<file path="config.mk">
export PLATFORM = sky130hd
export DESIGN_NAME = arbitro_mux_2in
export DESIGN_NICKNAME = d
export VERILOG_FILES = /design/src/rtl/arbitro_mux_2in.sv
export SDC_FILE = /design/constraint.sdc
export NUM_CORES = 1
export LEC_CHECK = 0
export BUFFER_PORTS_ARGS = -buffer_cell sky130_fd_sc_hd__clkbuf_2
export CELL_PAD_IN_SITES_DETAIL_PLACEMENT = 0
export CELL_PAD_IN_SITES_GLOBAL_PLACEMENT = 1
export CORE_AREA = 2 2 39 41
export DETAILED_ROUTE_END_ITERATION = 12
export DIE_AREA = 0 0 41 43
export PLACE_DENSITY = 0.82
export SYNTH_ARGS = -nofsm -noshare
export SYNTH_HDL_FRONTEND = slang
export SYNTH_SLANG_ARGS = --single-unit
</file>
<file path="constraint.sdc">
create_clock -name clk -period 1.6 [get_ports clk]
set_input_delay 0.32 -clock clk [delete_from_list [all_inputs] [get_ports clk]]
set_output_delay 0.32 -clock clk [all_outputs]
set_load 0.03 [all_outputs]
</file>
<file path="src/rtl/arbitro_mux_2in.sv">
// arbitro_mux_2in: two-requester round-robin burst arbiter driving the Sel of a 16-bit 2:1 mux
// Optional feature macro: ARB_STATS_EN adds per-side transfer counters CuentaA/CuentaB.
// Ports:
//   clk, reset        rising-edge clock, synchronous active-high reset
//   ReqA/AckA         requester A valid/ready (mux Sel=1 leg)
//   ReqB/AckB         requester B valid/ready (mux Sel=0 leg)
//   SalidaListo       downstream ready
//   SalidaValida      mux output valid towards downstream
//   Sel               registered mux select, 1=A 0=B
//   Ocupado           high while a grant is held
//   CuentaA/CuentaB   16-bit wrapping transfer counters (ARB_STATS_EN only)
module arbitro_mux_2in #(
    parameter int MAX_BURST = 4,
    parameter int CNT_W     = 3
) (
    input  logic clk,
    input  logic reset,
    input  logic ReqA,
    input  logic ReqB,
    output logic AckA,
    output logic AckB,
    input  logic SalidaListo,
    output logic SalidaValida,
    output logic Sel,
    output logic Ocupado
`ifdef ARB_STATS_EN
    ,
    output logic [15:0] CuentaA,
    output logic [15:0] CuentaB
`endif
);
    typedef enum logic [1:0] {IDLE, GRANT_A, GRANT_B} state_t;
    state_t state, state_n, swap;
    logic ultimo;
    logic [CNT_W-1:0] rafaga, rafaga_n;
    logic grant_a, grant_b, mine, other, t, fin, enter;
    always_comb begin
        grant_a      = state == GRANT_A;
        grant_b      = state == GRANT_B;
        SalidaValida = !reset && ((grant_a && ReqA) || (grant_b && ReqB));
        AckA         = !reset && grant_a && SalidaListo;
        AckB         = !reset && grant_b && SalidaListo;
        Ocupado      = !reset && state != IDLE;
        t            = SalidaValida && SalidaListo;
        mine         = grant_a ? ReqA : ReqB;
        other        = grant_a ? ReqB : ReqA;
        fin          = rafaga == CNT_W'(MAX_BURST - 1);
        swap         = grant_a ? GRANT_B : GRANT_A;
    end
    // ultimo=1 means A owned last; on a tie in IDLE the other side wins
    always_comb begin
        state_n  = state;
        rafaga_n = rafaga;
        if (state == IDLE) begin
            if (ReqA || ReqB)
                state_n = (ReqA && (!ReqB || !ultimo)) ? GRANT_A : GRANT_B;
        end else if (!mine) begin
            state_n = other ? swap : IDLE;
        end else if (t) begin
            if (fin) begin
                state_n  = other ? swap : state;
                rafaga_n = '0;
            end else begin
                rafaga_n = rafaga + CNT_W'(1);
            end
        end
        enter = state_n != state && state_n != IDLE;
    end
    always_ff @(posedge clk) begin
        if (reset) begin
            state  <= IDLE;
            Sel    <= 1'b0;
            ultimo <= 1'b0;
            rafaga <= '0;
        end else begin
            state  <= state_n;
            rafaga <= enter ? '0 : rafaga_n;
            if (enter) begin
                Sel    <= state_n == GRANT_A;
                ultimo <= state_n == GRANT_A;
            end
        end
    end
`ifdef ARB_STATS_EN
    always_ff @(posedge clk) begin
        if (reset) begin
            CuentaA <= '0;
            CuentaB <= '0;
        end else begin
            if (ReqA && AckA) CuentaA <= CuentaA + 16'd1;
            if (ReqB && AckB) CuentaB <= CuentaB + 16'd1;
        end
    end
`endif
endmodule

</file>
---- Word-level counts from Yosys, hierarchy flattened ----
Cells that the tools add are included.
word-level totals
  bits in registers ....................... 6
  logic and storage cells ................. 44
  bits of input ports ..................... 5
cells by class
  add/subtract/negate cells ............... 1
  bitwise logic cells ..................... 1
  equality and inequality tests ........... 5
  multiplexer cells ....................... 12
  reduce and logical (&&, ||, !) cells .... 22
operators by type and width
  kind                   count
  $mux W2                9
  $logic_and A1 B1 Y1    11
  $eq A2 B1 Y1 const B   2
  $reduce_bool A2 Y1     2
  $add A3 B1 Y3 const B  1
  $eq A3 B2 Y1 const B   1
  $logic_not A1 Y1       3
  $logic_or A1 B1 Y1     3
  $mux W3                1
  $reduce_and A3 Y1      1
  $eq A2 B2 Y1 const B   1
  $logic_not A2 Y1       1
  $mux W1                2
  $ne A2 B2 Y1           1
  $reduce_or A2 Y1       1
  $not A1 Y1             1

---- Logic depth before layout (Yosys ltp) ----
Gate-level depths: netlist (run 1).
  depth in word-level cells ............... 11
  mapped depth ............................ 5
  mapped depth without buffers ............ 5

---- Least setup slack after synthesis (run 1) ----
No wires, ideal clock.
  kind .................................... register -> output
  start point ............................. register state[1]
  end point ............................... output port AckB
  setup slack ............................. -0.165 ns
  arrival ................................. 1.445 ns
  cell stages (with the launch flop) ...... 3
  path through ............................ dfxtp_1 -> clkbuf_1 -> nor3b_1
between the ends
  cells in the longest elaborated chain, start to end .. 3
ends and longest elaborated chain
  item                              line  RTL
  start: declaration                33    state_t state, state_n, swap;
  start signal: assignment          76    state <= state_n;
  $eq A2 B2 Y1                      39    grant_b = state == GRANT_B;
  $logic_and A1 B1 Y1 (2 in a row)  42    AckB = !reset && grant_b && SalidaListo;
  end: declaration                  21    output logic AckB,
No other way between the ends.

---- Worst setup path in the final report (run 1) ----
  start point ............................. register rafaga[0]
  end point ............................... register ultimo
between the ends
  cells in the longest elaborated chain, start to end .. 7
  elaborated cells between the ends (all ways) .. 9
ends and longest elaborated chain
  item                                                       line  RTL
  start: declaration                                         35    logic [CNT_W-1:0] rafaga, rafaga_n;
  start signal: assignment                                   77    rafaga <= enter ? '0 : rafaga_n;
  $eq A3 B2 Y1 *                                             47    fin = rafaga == CNT_W'(MAX_BURST - 1);
  $mux W2 *                                                  60    if (fin) begin
  $mux W2 *                                                  59    end else if (t) begin
  $mux W2 *                                                  57    end else if (!mine) begin
  $mux W2 *                                                  54    if (state == IDLE) begin
  $ne A2 B2 Y1 / $reduce_bool A2 Y1 (equally long branches)  67    enter = state_n != state && state_n != IDLE;
  $logic_and A1 B1 Y1                                        67
  end signal: assignment                                     73    ultimo <= 1'b0;
  end signal: assignment                                     80    ultimo <= state_n == GRANT_A;
  end: declaration                                           34    logic ultimo;
Mark *: on every way between the ends. The rest lies on a longest branch, timed or not.
A chain may end at the register's enable or synchronous reset.

==> flow_results.org, run 1 <==
** Detailed routing
- Post-DR vias/cell :: about 5.4
- After detailed routing, the average wire length per cell comes to about 13 um.
- Summed over all layers, the routed wires come to 1040 um.
- The detail route stage leaves a number of antenna-violating nets equal to 0.
- For this run, design rule violations remaining after detail routing come to 0.
- In this run, the number of DRC markers left after iteration 0 of detailed routing was 7.
- For this run, the detailed router's first-pass iteration total came to 3.
- The final route contains approximately 440 vias.

** Yosys
- Number of instances in the synthesized netlist :: 55
- The Yosys step of the flow raised 0 warnings.
- The synthesized design contains 6 register bits.
- Number of library cell types mapped by synthesis :: 29
- Synthesized area divided by synthesized cell count :: between 8 and 9 sq um
- After synthesis, flip-flops and latches occupy a little over a quarter of the total area.
- Counting every net in the synthesized netlist gives slightly above 60.
- Cell area after technology mapping :: between 400 and 500 sq um

** Floorplanning
- The region available for standard cell placement spans 1380 sq um.
- Height of the die :: around 43 um
- Top-level port count :: 10
- Number of rows in the core area :: 14
- From left edge to right edge, the die measures 41 um.
- For this configuration, the core starts out at a cell density of 33.0%.
- The die covers between 1500 and 2000 sq um.

** Critical path
- The worst setup path is captured at a register.
- Setup slack on the worst flop-to-flop path :: between 80 and 90 ps
- Worst setup path category :: register to register
- Cell type group with the largest total delay on the critical path :: compound AO/OA/AOI/OAI gates
- R2R cell count :: 5
- Crit. Startpoint :: rafaga[0]$_SDFFE_PP0P_
- Worst Path Max Fanout :: 5
- Worst reg2reg path startpoint :: rafaga[0]$_SDFFE_PP0P_
- Worst Setup EP :: ultimo$_SDFFE_PP0P_
- Among all stages on the critical path, the largest delay is contributed by dfxtp_1.
- Together, buffers and inverters on the worst path number 0.
- Worst stage delay on the critical path :: 400 ps
- Levels on crit path :: 5
- STA classifies the critical path startpoint as a register.
- The worst register-to-register path ends at ultimo$_SDFFE_PP0P_.
- The signal on the critical path passes through ha_4 > nand4bb_4 > a211oi_2 > a21oi_1 > a2111oi_2.
- Data on the critical path arrives at its endpoint at about 1700 ps.
- Data on the critical path is required at its endpoint by between 1500 and 2000 ps.

** CTS
- The number of hold buffers added after CTS was 0.
- Number of buffers created by CTS :: 3
- In this run the post-CTS setup repair buffer count came out at 0.
- Clock Path Buffers :: 2
- Clock slew at reported path FFs :: approximately 50 ps
- H-tree lvl count :: 1
- TritonCTS built the clock tree.
- Clock root buffer :: clkbuf_4
- The clock net in this run drives a total of 6 sinks.
- For the worst-skew pair, the clock arrives at the later sink with an insertion delay of about 250 ps.

** STA
- Shortest clock period the worst path allows after layout :: ~1500 ps
- Setup-violating endpoint count in the final report :: 0
- Derived from the worst setup path, the maximum achievable clock frequency is ~660 MHz.
- The hold violation total from the final report came to 0.
- Final setup skew :: 4.24 ps
- The max-slew violation count is 0.
- In this run the tightest slew margin relative to its limit is between 70% and 80%.
- Part of the cycle the worst path needs :: between 90% and 100%
- For the pin with the worst max-slew slack, the measured transition is 325 ps.

** Global route
- Largest net degree at the start of global routing :: 12
- Overall routing resource usage :: approximately 13%
- Global-route wire length before repair :: 1560 um
- After global routing the overflow that remains totals 0.
- Antenna violations before repair :: 0
- Vias in the first global route :: between 300 and 400

** Pwr
- The analysis attributes to cell leakage a power of 0.214 nW.
- Max VDD drop :: roughly 0.28 mV
- Power per Cell Area :: slightly above 700 nW/um^2

** Layout
- The repair_antennas step left the layout with diodes totalling 0.
- The area growth from synthesis to layout is 26.0%.
- The library cell used most frequently in the layout, excluding fill and tap cells, is clkbuf_2.
- Cells with a size suffix above 1 make up about a third of the layout.
- Net count, final :: 74
- In the layout the commonest cells are clkbuf_2, nor2_1, a21oi_1, dfxtp_1.
- Share of the core filled with cells in the final layout :: between 40% and 50%
- Final standard cell count with taps included and fillers excluded :: a little over 80

** Placed design
- Detailed placement ended at an HPWL of around 750 um.
- Once placement completed, the tool counted placed cells totaling ~80.
- In this run the tool buffered the top-level ports with 9 buffer cells.
- Routability congestion estimate :: 0.777

** Job
- Number of violations of the max-capacitance limit :: 0

** Hold path
- Hold depth :: 2
- The path class of the tightest hold or removal check is primary input to register.

** Run status
- Status :: finished, final reports clean
-- registers in the layout (all words and copies together), names as in the netlist --
name	flops
state	2
rafaga	3
ultimo	1
-- worst register-to-register path, delay by kind of cell, from the launching register on --
family	cells	cell delay, ps
fa+ha+maj	1	190
compound gates	3	670
flops	1	400
simple gates	1	150
-- metrics by stage --
stage	instance area, sq um	setup TNS (ps)	hold WS (ps)	setup WS, ps	power [mW]
floorplan	462	0	392	115	0.242
global placement	533	0	505	118	0.271
CTS	559	0	340	25.8	0.417
detailed placement	533	0	505	23.7	0.272
finish	576	0	350	83.3	0.417
global route	576	-21.3	361	-21.3	0.447
-- power by group --
part	total [mW]	switching, mW	internal, mW
Clock	0.143	0.0577	0.0851
Sequential	0.170	0.0123	0.157
Combinational	0.105	0.0580	0.0466
Total	0.417	0.128	0.289
-- synthesized netlist by cell type, drive strengths merged --
cell type,count,area [sq um]
a2111oi,1,10.0
a211oi,1,12.5
a21boi,1,7.51
a21o,2,15.0
a21oi,6,30.0
a22o,1,8.76
a22oi,1,7.51
a31oi,2,12.5
and3,1,6.26
and4bb,1,12.5
buf,2,8.75
clkbuf,2,7.51
dfxtp,6,120
ha,1,12.5
inv,1,3.75
mux2i,2,20.0
nand2,1,3.75
nand2b,3,18.8
nand3b,2,15.0
nand4,1,6.26
nand4bb,1,27.5
nor2,6,22.5
nor2b,3,18.8
nor3,1,5.00
nor3b,3,22.5
o211ai,1,7.51
o22ai,1,6.26
o31ai,1,7.51
-- routing by layer --
layer / up-vias / wire length [um] / track usage, %
met5: - / 0 / 0
met4: 0 / 16 / 10.0
met3: 2 / 23 / 3.14
met2: 7 / 509 / 19.1
met1: 204 / 485 / 16.6
li1: 230 / - / -
-- repair_timing --
action	in CTS	in global routing
gates resized for setup	2	3
endpoints found under the hold margin	0	0
setup endpoints to repair	2	2
-- cell families (layout without fill, tap and decap cells) --
family,after synthesis,after routing,share of synthesized area [%]
buf+inv,5,16,4.38
compound gates,18,18,27.4
flops,6,6,26.3
mux,2,2,4.38
simple gates,23,23,34.8
fa+ha+maj,1,1,2.74
-- worst min path at each step --
stage          slack [ps]                   start                     end
2_1_floorplan         390                   reset     state[0]$_SDFF_PP0_
3_3_place_gp          500  rafaga[2]$_SDFFE_PP0P_  rafaga[2]$_SDFFE_PP0P_
3_5_place_dp          500  rafaga[2]$_SDFFE_PP0P_  rafaga[2]$_SDFFE_PP0P_
4_1_cts               340                   reset     state[0]$_SDFF_PP0_
5_1_grt               360                   reset     ultimo$_SDFFE_PP0P_
6_report              350                   reset     state[0]$_SDFF_PP0_
-- area by class of cell --
class	count	area (sq um)
Fill cell	148	808
Multi-Input combinational cell	44	339
Sequential cell	6	123
Timing Repair Buffer	12	67.6
Clock buffer	3	22.5
Tap cell	16	20.0
Inverter	1	3.75
No activity file was read; power rests on OpenSTA's default activity.
==> run 2: changes to the inputs <==
PLACE_DENSITY = 0.68   (was 0.82)
==> flow_results.org, run 2 (same netlist as run 1, synthesis figures left out) <==
** Run status
- Status :: finished, final reports clean

** Detailed routing
- In the final routed layout, each cell accounts on average for around 12 um.
- After detailed routing, the number of remaining DRC violations is 0.
- Number of vias in the routed layout :: roughly 450
- Wire length after detailed routing :: 995 um
- Number of DRC violations after detailed-routing iteration 0 :: 2
- Once detail routing completed, the nets flagged for antenna violations numbered 0.
- Dividing the detail-routed via count by the number of cells gives roughly 5.3.
- For this run, the detailed router's first-pass iteration total came to 4.

** Global route
- Global-route wire length before repair :: 1580 um
- Most utilized layer in the global route result :: met1
- Entering global routing, the biggest net connects 10 pins.
- Global routing consumed, on the met1 layer, 18.1% of the routing resources.
- GR Layer Usage met3 :: 4.71%
- The number of global-route vias before repair came to between 300 and 400.
- Global routing consumed, on the met2 layer, 17.8% of the routing resources.
- Antenna violations before repair :: 0
- Global routing consumed, over all layers together, 13.5% of the routing resources.
- Overflow after GRT :: 0

** Critical path
- The worst setup path is launched from a register.
- Of all nets on the critical path, the largest fanout is 5.
- STA puts the critical path data arrival time at around 1600 ps.
- The worst setup path is of the register to register kind.
- STA classifies the critical path endpoint as a register.
- Data required time of the worst path :: approximately 1700 ps

** Placed design
- In this run the tool buffered the top-level ports with 9 buffer cells.
- After detailed placement, the design holds a cell count of approximately 80.
- After legalization and detailed placement, the total HPWL measured approximately 770 um.
- Once placement finished, the instance area stood at between 500 and 600 sq um.
- Routability congestion estimate :: 0.681

** STA
- Measured against its own limit, the worst slew margin works out to 78.6%.
- Hold timing on the final database bottoms out at a slack of about 400 ps.
- For the pin with the worst max-slew slack, the measured transition is 321 ps.
- Setup-violating endpoint count in the final report :: 0
- Dividing the final minimum period by the clock period gives between 90% and 100%.
- Peak clock frequency supported by timing :: approximately 670 MHz
- The max-slew violation count is 0.
- Final number of hold-violating endpoints :: 0
- Final setup skew :: 3.30 ps
- Shortest clock period the worst path allows after layout :: between 1500 and 2000 ps
- Total negative slack :: 0 ps
- Setup repair after global routing left no endpoint under its margin.

** CTS
- Clock Latency Late Sink :: roughly 240 ps
- The clock net in this run drives a total of 6 sinks.
- Clock slew at reported path FFs :: roughly 50 ps
- The number of setup buffers added after CTS is 0.
- Clock root buffer :: clkbuf_4
- In this run the number of H-tree levels came out at 1.
- Clock tree from TritonCTS :: done
- The number of clock buffers added by TritonCTS is 3.
- Clock Path Buffers :: 2

** Layout
- Compared with the post-synthesis result, the final layout area differs by 25.5%.
- More flip-flops sit in one register than any other, and that register is rafaga.
- Once layout is complete, the cells apart from fillers number 84.
- Final Cell Area :: 573 sq um
- The largest registers in the layout are rafaga: 3 flops, state: 2 flops, ultimo: 1 flops.
- The register with the most flip-flops in the layout has 3 of them.
- Most common library cell in the layout ignoring fill and taps :: clkbuf_2
- Cells with a size suffix above 1 make up 32.4% of the layout.
- 0 antenna diodes ended up in the layout.
- The layout has between 100 and 150 filler cells.
- Highest-count cells in the layout ignoring fill and taps :: clkbuf_2, nor2_1, a21oi_1, dfxtp_1, buf_4
- Net count, final :: 76

** Pwr
- In this run the static leakage power is about 0.22 nW.
- The clock network burns 33.3% of the power.
- The internal portion of the total power is 0.290 mW.
- Max VDD drop :: 0.341 mV
- Part of the power in registers :: slightly above 40%
- Dividing total power by cell area gives a power density of roughly 720 nW/um^2.
- Summed over all nets, the switching power comes to approximately 0.12 mW.
- Fraction of power spent switching nets :: about 29%
- Gate power share :: a little over a quarter

** Hold path
- The tightest min-delay check is of the primary input to register type.

** Floorplanning
- Once the floorplan was initialized, standard cells occupied between 30 and 40% of the core.
- The floorplan step set the die width to roughly 41 um.
- The initialized floorplan defines 14 standard-cell rows.
- Top-level port count :: 10
- The die covers roughly 1800 sq um.
- Height of the die :: roughly 43 um
- The region available for standard cell placement spans 1380 sq um.

** Job
- The tool flagged a number of max-cap violations equal to 0.
[run 2: final timing paths]
path | from | endpoint | slack [ps] | cells past startpoint
min | ReqA | state[1]$_SDFF_PP0_ | 400 | 2
max | rafaga[0]$_SDFFE_PP0P_ | ultimo$_SDFFE_PP0P_ | 100 | 5
min reg2reg | rafaga[2]$_SDFFE_PP0P_ | rafaga[2]$_SDFFE_PP0P_ | 520 | 1
max reg2reg | rafaga[0]$_SDFFE_PP0P_ | ultimo$_SDFFE_PP0P_ | 100 | 5
[run 2: critical path: stages, from the launching register on]
cell,delay (ps)
dfxtp_1,350
ha_2,240
nand4bb_4,150
a211oi_2,230
a21oi_1,60
a2111oi_1,360
[run 2: final cells by class]
type                            instances  area (sq um)  share of cell area [%]
Timing Repair Buffer                   14          82.6                    14.4
Tap cell                               16          20.0                    3.49
Sequential cell                         6           120                    21.0
Clock buffer                            3          22.5                    3.93
Multi-Input combinational cell         44           324                    56.6
Inverter                                1          3.75                   0.655
[run 2: power by group through the flow]
stage | combinational [mW] | sequential [mW] | clock (mW)
finish | 0.108 | 0.166 | 0.137
global route | 0.118 | 0.167 | 0.156
CTS | 0.108 | 0.166 | 0.146
detailed placement | 0.108 | 0.168 | 0
global placement | 0.109 | 0.169 | 0
floorplan | 0.0721 | 0.170 | 0
[run 2: what timing repair did]
action | in CTS | in global routing
hold endpoints to repair | 0 | 0
gates resized for setup | 0 | 1
hold buffers | 0 | 0
setup endpoints to repair | 0 | 1
[run 2: through the flow]
stage / util, % / setup slack [ps] / power, mW
after CTS: 41.2 / 56.8 / 0.420
after global routing: 41.4 / 1.87 / 0.441
after detailed placement: 39.6 / 68.5 / 0.277
after floorplan: - / 115 / 0.242
after global placement: 39.6 / 107 / 0.278
final: 41.4 / 98.5 / 0.411
[run 2: per-layer routing]
layer / up-vias / wire [um]
met4: 0 / 0
li1: 237 / -
met3: 0 / 56
met1: 202 / 488
met2: 10 / 450
met5: - / 0
==> run 3: changes to the inputs <==
PLACE_DENSITY = unset   (was 0.68)
PLACE_DENSITY_LB_ADDON = 0.1   (was unset)
==> flow_results.org, run 3 (same netlist as run 1, synthesis figures left out) <==
** STA
- Final setup slack of the worst path :: around 120 ps
- Slew HR :: between 70% and 80%
- After layout, the minimum clock period comes to between 1000 and 1500 ps.
- Static timing analysis puts the maximum clock frequency at around 680 MHz.
- Final number of hold-violating endpoints :: 0
- At the pin with the least slew margin, the transition time is roughly 330 ps.
- The final critical path takes up roughly 92% of the cycle.
- Setup repair after global routing left no endpoint under its margin.
- Across the routed clock network, the largest skew measured is 0.210 ps.
- The max-slew violation count is 0.
- Setup violations remaining at the end of the flow were counted as 0.
- Total negative slack :: 0 ps

** Pwr
- Fraction of power spent switching nets :: 29.1%
- Clock network fraction of total power :: 32.6%
- Per report_power, the combinational group accounts for approximately a quarter of the total.
- Part of the power in registers :: 42.1%
- Internal power comes to about 0.29 mW.
- For this design the ratio of total power to cell area is 703 nW/um^2.
- Max VDD drop :: about 0.41 mV
- Summed over all cells, the static leakage comes to between 0.2 and 0.25 nW.
- Sw Pwr :: between 0.1 and 0.15 mW

** Floorplanning
- Height of the die :: about 43 um
- The initialized floorplan defines 14 standard-cell rows.
- In this run the horizontal extent of the chip is around 41 um.
- For this configuration, the core starts out at a cell density of between 30 and 40%.
- Core region area :: between 1000 and 1500 sq um
- Area of the die :: 1760 sq um
- Top-level port count :: 10

** Placed design
- Routability congestion estimate :: about 0.66
- IO Port Bufs :: 9
- Post-detailed-placement half-perimeter wirelength :: 746 um
- After detailed placement, the design holds a cell count of just under 80.
- Timing analysis after detailed placement gives a worst setup slack of around 38 ps.

** Detailed routing
- Number of DRC violations after detailed-routing iteration 0 :: 9
- The detail route stage leaves a number of antenna-violating nets equal to 0.
- After detailed routing, the average wire length per cell comes to 12.3 um.
- Number of detailed-route iterations in the first pass :: 4
- For this block, the routed nets add up to around 1000 um of wire.
- Post-DR vias/cell :: roughly 5.4
- In the routed design, unresolved DRC markers number 0.
- Across all layers, the routed design uses about 440 vias.

** Hold path
- Hold depth :: 2
- Worst hold endpoint :: state[1]$_SDFF_PP0_
- The startpoint identified for the worst hold timing path is ReqA.
- The worst hold path belongs to the class primary input to register.

** CTS
- CTS sink cnt :: 6
- Clock root buffer :: clkbuf_4
- After clock tree synthesis, the flow added hold-fix buffers numbering 0.
- H-tree lvl count :: 1
- Number of buffers created by CTS :: 3
- Clock Latency Late Sink :: around 230 ps
- Clock tree from TritonCTS :: done
- Counting along the longest clock path gives a buffer depth of 2.
- After clock tree synthesis, the clock-pin slew on the worst setup and hold paths is approximately 40 ps.

** Critical path
- In this run the register-to-register setup slack is ~120 ps.
- Along the worst path, the maximum fanout reaches 11.
- Kind of start point of the critical path :: register
- Arrival time at the worst endpoint :: 1160 ps
- Data required time of the worst path :: 1280 ps
- Reg2Reg Capture Point :: ultimo$_SDFFE_PP0P_
- The startpoint identified for the worst register-to-register timing path is rafaga[0]$_SDFFE_PP0P_.
- STA classifies the critical path endpoint as an output port.
- R2R cell count :: 5
- Worst setup path category :: register to output port

** Global route
- The first global-routing pass estimated approximately 1700 um of wire.
- Antenna violations before repair :: 0
- Largest net degree at the start of global routing :: 12
- Global routing used about 14% of the available tracks across all layers.
- The number of global-route vias before repair came to 398.
- The total overflow left after global routing is 0.

** Layout
- The largest registers in the layout are rafaga: 3 flops, state: 2 flops, ultimo: 1 flops.
- Antenna cells :: 0
- Leaving out fill and tap cells, the most frequent cell in the layout is clkbuf_2.
- Relative area change from synthesis to final layout :: 26.6%
- The register with the most flip-flops in the layout has 3 of them.
- More flip-flops sit in one register than any other, and that register is rafaga.
- Fraction of layout instances using a drive strength above 1 :: 34.8%
- Highest-count cells in the layout ignoring fill and taps :: clkbuf_2, nor2_1, a21oi_1, dfxtp_1
- For this run, the post-layout net count is 74.
- Final standard cell count with taps included and fillers excluded :: 82

** Run status
- The run finished with clean final reports.

** Job
- The tool flagged a number of max-cap violations equal to 0.
## run 3: cell types whose count changed in the layout (fill, tap and decap cells not counted)
cell       previous run  this run
a2111oi_2             0         1
ha_2                  1         0
dfxtp_4               0         1
dfxtp_2               0         1
a2111oi_1             1         0
buf_4                 5         3
ha_4                  0         1
dfxtp_1               6         4
## run 3: cell type report
| type | instances | area, sq um |
|---|---|---|
| clock buffer | 3 | 22.5 |
| fill | 146 | 806 |
| tap | 16 | 20.0 |
| timing repair buffer | 12 | 67.6 |
| multi-input combinational | 44 | 339 |
| sequential | 6 | 125 |
| inverter | 1 | 3.75 |
## run 3: power groups by stage
stage	registers (mW)	logic (mW)	clock network, mW
floorplan	0.170	0.0721	0
global placement	0.173	0.101	0
detailed placement	0.173	0.0998	0
CTS	0.171	0.100	0.142
global route	0.173	0.115	0.151
finish	0.171	0.103	0.132
## run 3: stage by stage
| stage | hold WS (ps) | total power [mW] | util [%] | cell area, sq um |
|---|---|---|---|---|
| floorplan | 392 | 0.242 | - | 462 |
| detailed placement | 506 | 0.273 | 38.5 | 533 |
| finish | 397 | 0.406 | 41.8 | 578 |
| CTS | 387 | 0.413 | 40.2 | 557 |
| global placement | 513 | 0.274 | 38.5 | 533 |
| global route | 422 | 0.438 | 41.8 | 578 |
## run 3: worst max-delay path, stage by stage (launching register included)
cell	delay, ps
dfxtp_4	370
nand3b_1	180
a21oi_1	150
clkbuf_2	220
## run 3: repair_timing
item,CTS,global route
endpoints found under the setup margin,1,2
setup buffers,0,0
gates resized for setup,1,5
## run 3: per-layer routing
metal  global-route usage (%)  share of wire, %  wire (um)
met5                        0                 0          0
met4                     8.00                 0          0
met3                     3.14               4.0         40
met2                     19.7                49        490
met1                     19.4                47        475
## run 3: how the worst max path moves through the flow
stage | start | to | slack [ps] | cells after the start
6_report | state[0]$_SDFF_PP0_ | SalidaValida | 120 | 3
5_1_grt | rafaga[0]$_SDFFE_PP0P_ | ultimo$_SDFFE_PP0P_ | 0.6 | 5
4_1_cts | rafaga[0]$_SDFFE_PP0P_ | ultimo$_SDFFE_PP0P_ | 30 | 5
3_5_place_dp | rafaga[0]$_SDFFE_PP0P_ | ultimo$_SDFFE_PP0P_ | 40 | 5
3_3_place_gp | reset | ultimo$_SDFFE_PP0P_ | 100 | 5
2_1_floorplan | state[1]$_SDFF_PP0_ | AckB | 110 | 2
